File: src/rtl/rom_reader_pkg.sv
// Shared types and default geometry for the rom sweep reader and its rom block.
package rom_reader_pkg;
  localparam int ROM_ADDR_W = 4;
  localparam int ROM_DATA_W = 4;
  localparam int ROM_RD_LAT = 1;

  typedef enum logic [1:0] {IDLE, ISSUE, WAIT, PUSH} state_t;
endpackage

File: src/rtl/rom_reader_if.sv
// Rom read port plus downstream valid/ready word stream.
interface rom_reader_if
  import rom_reader_pkg::*;
#(
  parameter int ADDR_W = ROM_ADDR_W,
  parameter int DATA_W = ROM_DATA_W
);
  logic              rom_read;
  logic [ADDR_W-1:0] rom_address;
  logic [DATA_W-1:0] rom_data;
  logic              out_valid;
  logic              out_ready;
  logic [DATA_W-1:0] out_data;
  logic [ADDR_W-1:0] out_addr;
  logic              out_last;

  modport master (
    output rom_read, rom_address, out_valid, out_data, out_addr, out_last,
    input  rom_data, out_ready
  );
  modport slave (
    input  rom_read, rom_address, out_valid, out_data, out_addr, out_last,
    output rom_data, out_ready
  );
endinterface

File: src/rtl/rom_rd_lat_cnt.sv
// Loadable down-counter; expire marks the edge on which rom data is valid.
module rom_rd_lat_cnt
  import rom_reader_pkg::*;
#(
  parameter int RD_LAT = ROM_RD_LAT
) (
  input  logic clk,
  input  logic rst,
  input  logic load,
  input  logic en,
  output logic expire
);
  localparam int CW = $clog2(RD_LAT + 1);

  logic [CW-1:0] cnt;

  always_ff @(posedge clk) begin
    if (!rst)                   cnt <= '0;
    else if (load)              cnt <= CW'(RD_LAT);
    else if (en && cnt != '0)   cnt <= cnt - CW'(1);
  end

  assign expire = en && (cnt == CW'(1));
endmodule

File: src/rtl/rom_reader.sv
// Walks an inclusive (wrapping) rom address range, streams each word out
// on valid/ready and accumulates a checksum of the sweep.
module rom_reader
  import rom_reader_pkg::*;
#(
  parameter int ADDR_W = ROM_ADDR_W,
  parameter int DATA_W = ROM_DATA_W,
  parameter int RD_LAT = ROM_RD_LAT
) (
  input  logic                     clk,
  input  logic                     rst,
  input  logic                     start,
  input  logic [ADDR_W-1:0]        start_addr,
  input  logic [ADDR_W-1:0]        last_addr,
  rom_reader_if.master             bus,
  output logic                     busy,
  output logic                     done,
  output logic [ADDR_W+DATA_W-1:0] checksum
);
  localparam int CSW = ADDR_W + DATA_W;

  state_t            state;
  logic [ADDR_W-1:0] addr;
  logic [ADDR_W-1:0] last;
  logic              lat_expire;

  rom_rd_lat_cnt #(.RD_LAT(RD_LAT)) u_lat (
    .clk    (clk),
    .rst    (rst),
    .load   (state == ISSUE),
    .en     (state == WAIT),
    .expire (lat_expire)
  );

  always_ff @(posedge clk) begin
    if (!rst) begin
      state           <= IDLE;
      addr            <= '0;
      last            <= '0;
      busy            <= 1'b0;
      done            <= 1'b0;
      checksum        <= '0;
      bus.rom_read    <= 1'b0;
      bus.rom_address <= '0;
      bus.out_valid   <= 1'b0;
      bus.out_data    <= '0;
      bus.out_addr    <= '0;
      bus.out_last    <= 1'b0;
    end else begin
      done <= 1'b0;
      case (state)
        IDLE: if (start) begin
          addr            <= start_addr;
          last            <= last_addr;
          checksum        <= '0;
          busy            <= 1'b1;
          bus.rom_read    <= 1'b1;
          bus.rom_address <= start_addr;
          state           <= ISSUE;
        end
        ISSUE: begin
          bus.rom_read <= 1'b0;
          state        <= WAIT;
        end
        WAIT: if (lat_expire) begin
          bus.out_data  <= bus.rom_data;
          bus.out_addr  <= addr;
          bus.out_last  <= (addr == last);
          bus.out_valid <= 1'b1;
          checksum      <= checksum + CSW'(bus.rom_data);
          state         <= PUSH;
        end
        PUSH: if (bus.out_ready) begin
          bus.out_valid <= 1'b0;
          if (bus.out_last) begin
            done  <= 1'b1;
            busy  <= 1'b0;
            state <= IDLE;
          end else begin
            // wraps naturally through 0 for last_addr < start_addr
            addr            <= addr + ADDR_W'(1);
            bus.rom_address <= addr + ADDR_W'(1);
            bus.rom_read    <= 1'b1;
            state           <= ISSUE;
          end
        end
        default: state <= IDLE;
      endcase
    end
  end
endmodule

File: src/flat_wrapper.sv
// flat-port wrapper written by rule: the top's interface ports become plain ports
module rom_reader_flat import rom_reader_pkg::*;
#(
  parameter int ADDR_W = ROM_ADDR_W,
  parameter int DATA_W = ROM_DATA_W,
  parameter int RD_LAT = ROM_RD_LAT
)
  (clk, rst, start, start_addr, last_addr, busy, done, checksum, bus_rom_read, bus_rom_address, bus_out_valid, bus_out_data, bus_out_addr, bus_out_last, bus_rom_data, bus_out_ready);
  rom_reader_if #(.ADDR_W(ADDR_W), .DATA_W(DATA_W)) bus_i ();
  input  logic clk;
  input  logic rst;
  input  logic start;
  input  logic [ADDR_W-1:0] start_addr;
  input  logic [ADDR_W-1:0] last_addr;
  output logic busy;
  output logic done;
  output logic [ADDR_W+DATA_W-1:0] checksum;
  output wire logic [$bits(bus_i.rom_read)-1:0] bus_rom_read;
  output wire logic [$bits(bus_i.rom_address)-1:0] bus_rom_address;
  output wire logic [$bits(bus_i.out_valid)-1:0] bus_out_valid;
  output wire logic [$bits(bus_i.out_data)-1:0] bus_out_data;
  output wire logic [$bits(bus_i.out_addr)-1:0] bus_out_addr;
  output wire logic [$bits(bus_i.out_last)-1:0] bus_out_last;
  input wire logic [$bits(bus_i.rom_data)-1:0] bus_rom_data;
  input wire logic [$bits(bus_i.out_ready)-1:0] bus_out_ready;
  assign bus_rom_read = bus_i.rom_read;
  assign bus_rom_address = bus_i.rom_address;
  assign bus_out_valid = bus_i.out_valid;
  assign bus_out_data = bus_i.out_data;
  assign bus_out_addr = bus_i.out_addr;
  assign bus_out_last = bus_i.out_last;
  assign bus_i.rom_data = bus_rom_data;
  assign bus_i.out_ready = bus_out_ready;
  rom_reader #(.ADDR_W(ADDR_W), .DATA_W(DATA_W), .RD_LAT(RD_LAT)) u_core (.clk(clk), .rst(rst), .start(start), .start_addr(start_addr), .last_addr(last_addr), .bus(bus_i), .busy(busy), .done(done), .checksum(checksum));
endmodule
File: config.mk
export PLATFORM = sky130hd
export DESIGN_NAME = rom_reader_flat
export DESIGN_NICKNAME = d
export VERILOG_FILES = /design/src/rtl/rom_reader_pkg.sv /design/src/rtl/rom_reader_if.sv /design/src/rtl/rom_rd_lat_cnt.sv /design/src/rtl/rom_reader.sv /design/src/flat_wrapper.sv
export SDC_FILE = /design/constraint.sdc
export NUM_CORES = 1
export LEC_CHECK = 0
export BUFFER_PORTS_ARGS = -buffer_cell sky130_fd_sc_hd__buf_4
export CAP_MARGIN = 5
export CORE_ASPECT_RATIO = 0.8
export CORE_UTILIZATION = 56
export DETAILED_ROUTE_END_ITERATION = 16
export PLACE_DENSITY_LB_ADDON = 0.2
export SETUP_SLACK_MARGIN = 0.1
export SYNTH_ARGS = -nofsm -noshare
export SYNTH_HDL_FRONTEND = slang
export SYNTH_SLANG_ARGS = --single-unit
File: constraint.sdc
create_clock -name clk -period 4.19 [get_ports clk]
set_clock_uncertainty 0.2 [all_clocks]
set_input_delay 0.2095 -clock clk [delete_from_list [all_inputs] [get_ports clk]]
set_output_delay 0.2095 -clock clk [all_outputs]
set_load 0.03 [all_outputs]
==> flow_summary.toml <==
[status]
status = "complete, no violations"

[sta]
fin_crit_ns = 2.393
final_max_slew_viol_count = 0
setup_ws_ns = 1.797
fin_crit_sh_pct = 57.11
hold_viol = 0
rsz0062_at_grt = "no"
tightest_slew_ns = 0.7167
max_freq_ghz = 0.4179
setup_viol = 0
fin_tns_setup_ns = 0
worst_slew_margin_rel_pct = 51.92

[layout]
post-route-cell-area_um2 = 2062
final_cell_mix = "buf_4 (40), nand2_1 (32), dfxtp_1 (32), a21oi_1 (22), nor2_1 (13)"
diodes = 0
multiInputGateArea_um2 = 867.1
area_delta_synth_final_pct = 30.07
drive_gt1_share_pct = 21.94
fillers = 169
layout.nets = 262
layout_commonest_cell = "buf_4"
ff_latch_area_um2 = 640.6

[cts]
htree_num_levels = 2
postCtsSetupBuffers = 0
numCtsBuffers = 5
clk_latency_ns = 0.35
cts_sinks = 32
cts_buffer_depth = 2
cts_tree = "done"
path_clk_slew_ns = 0.10
cts-root-buf = "clkbuf_4"

[worst_setup_path]
cpPeakStageDelay_ns = 0.58
path_cells = "inv_1 > ha_1 > or2b_4 > o211ai_2 > or4_1 > a21boi_0"
critPathKind = "flip-flop to flip-flop"
critical_path_required_ns = 4.27
endpoint_kind = "flip-flop"
critPathArrivalTime_ns = 2.47
slowest_stage = "or4_1"
critPathMaxFanout = 13
startpoint_type = "flip-flop"

[pwr]
clkPwrFrac_pct = 17.5
leakagePower_nw = 0.8911
power_density_nw_per_um2 = 518.1
p_sw_share_pct = 41.60
p_int_mw = 0.6239
power.switching_mw = 0.4444
seq_power_share_pct = 38.3
power_frac_comb_pct = 44.1
peakVddDrop_v = 0.0003882

[logic_synthesis]
ys_ff_latch = 32
yosys_warnings = 0
synth_fa_ha_area_share_pct = 8.366
ys.flop_type = "dfxtp_1"
post_synth_main_area_contributors = "dfxtp_1 (40%), nand2_1 (7.6%), ha_1 (7.1%)"
syn_area_per_cell_um2 = 8.569
ys_seq_area_share_pct = 40.41
synthSimpleGateAreaFrac_pct = 19.18
synth-xor-area-share_pct = 2.762
syn_inst = 185
synth_top_area_share_pct = 40.41
synth_compound_area_share_pct = 21.78
synth_cell_types = 43
synth.net_count = 211
synth_top_area_cell = "dfxtp_1"
synth_edf_count = 0
synth_top_family_by_area = "compound AO/OA/AOI/OAI gates"
synthMuxAreaShare_pct = 2.605
synthArstFlopShare_pct = 0
synthesis.area_um2 = 1585

[placed_design]
placed_cell_area_um2 = 1883
globalplace.congestion = 0.8549
dp_hpwl_um = 2833
place_ws_ns = 1.861
portBuffers = 40

[drt]
first_pass_iters = 4
viasPerCell = 5.586
drcViolationCount = 0
wl_um = 4106
detail_route.iter0.violations = 91
wl_per_cell_um = 15.04
vias = 1525
ant_nets = 0

[floorplanning]
die_height_um = 49.59
dieWidth_um = 61.49
floorplan.die_area_um2 = 3049
boundaryPins = 41
start_util_pct = 61.87
core_um2 = 2562
core.rowCount = 16

[min_path]
hold_class = "input pin to flip-flop"

[global_route]
overflow = 0
grt_max_degree = 28
antenna_found_initial = 0
grt_usage_pct = 30.77
grt_pass1_vias = 1447
grt_pass1_wl_um = 6872

[run]
cap_violations = 0
worst paths after layout:
check                              start                      to  slack, ns  cells after the start
setup reg to reg         u_core.state[0]      u_core.checksum[6]       1.80                      6
setup / recovery         u_core.state[0]      u_core.checksum[6]       1.80                      6
hold reg to reg   u_core.bus.out_data[3]  u_core.bus.out_data[3]       0.26                      2
hold / removal                     start          u_core.last[3]      0.005                      3
sequential cells by signal (all words and copies together), names as in the netlist, 2 cells and up:
name and flops:
u_core.addr 4, u_core.state 2, u_core.checksum 8, u_core.bus.out_data 4, u_core.last 4, u_core.bus.out_addr 4
power by group through the flow:
stage	combinational (mW)	clock [mW]	sequential, mW
2_1_floorplan	0.295	0	0.455
4_1_cts	0.461	0.190	0.407
3_3_place_gp	0.412	0	0.409
6_report	0.472	0.187	0.409
3_5_place_dp	0.441	0	0.414
5_1_grt	0.509	0.203	0.417
per-stage QoR:
step	total power, mW	hold WS (ns)	util, %	instances
floorplan	0.7497	0.1324	-	185
global placement	0.8217	0.2424	73.49	253
detailed placement	0.8555	0.2516	73.49	253
CTS	1.058	0.002599	80.47	273
global route	1.129	0.02344	80.47	273
finish	1.068	0.005107	80.47	273
logic make-up (layout without fill, tap and decap cells):
family | Yosys count | in the layout
buffers and inverters | 16 | 68
muxes | 4 | 4
DFF | 32 | 32
and+or+nand+nor | 66 | 66
adders and majority gates | 10 | 10
AOI/OAI and AO/OA | 52 | 52
xor gates and xnor gates | 5 | 5
Yosys cell counts (all sizes together) (3+ instances only):
cell type and number:
mux2i 3, buf 4, o211ai 4, nand3 8
nor2 13, xor2 5, dfxtp 32, inv 7
a21boi 3, nand2 32, clkbuf 4, o21ai 4
a21oi 22, a22oi 3, ha 9
critical path, delay by kind of cell, from the launching register on:
family	cells	cell delay, ns
adders and majority gates	1	0.37
AOI/OAI and AO/OA	2	0.40
DFF	1	0.39
buffers and inverters	1	0.11
and+or+nand+nor	2	0.86
metal layers:
layer | vias up | wire length (um) | global-route usage (%)
li1 | 758 | - | -
met1 | 698 | 1828 | 40.26
met2 | 62 | 1952 | 48.03
met3 | 7 | 275 | 8.399
met4 | 0 | 49 | 10.74
met5 | - | 0 | 0
cell type report:
type / instances / area share [%]
clock buffers: 8 / 2.852
inverters: 8 / 1.456
multi-input cells: 137 / 42.05
flip-flops and latches: 32 / 31.07
well taps: 36 / 2.184
repair buffers: 52 / 20.39
what timing repair did:
action                                 CTS  global route
endpoints found under the hold margin   14             0
gates resized for setup                  0             0
hold buffers                            12             0
No activity file was read; power rests on OpenSTA's default activity.
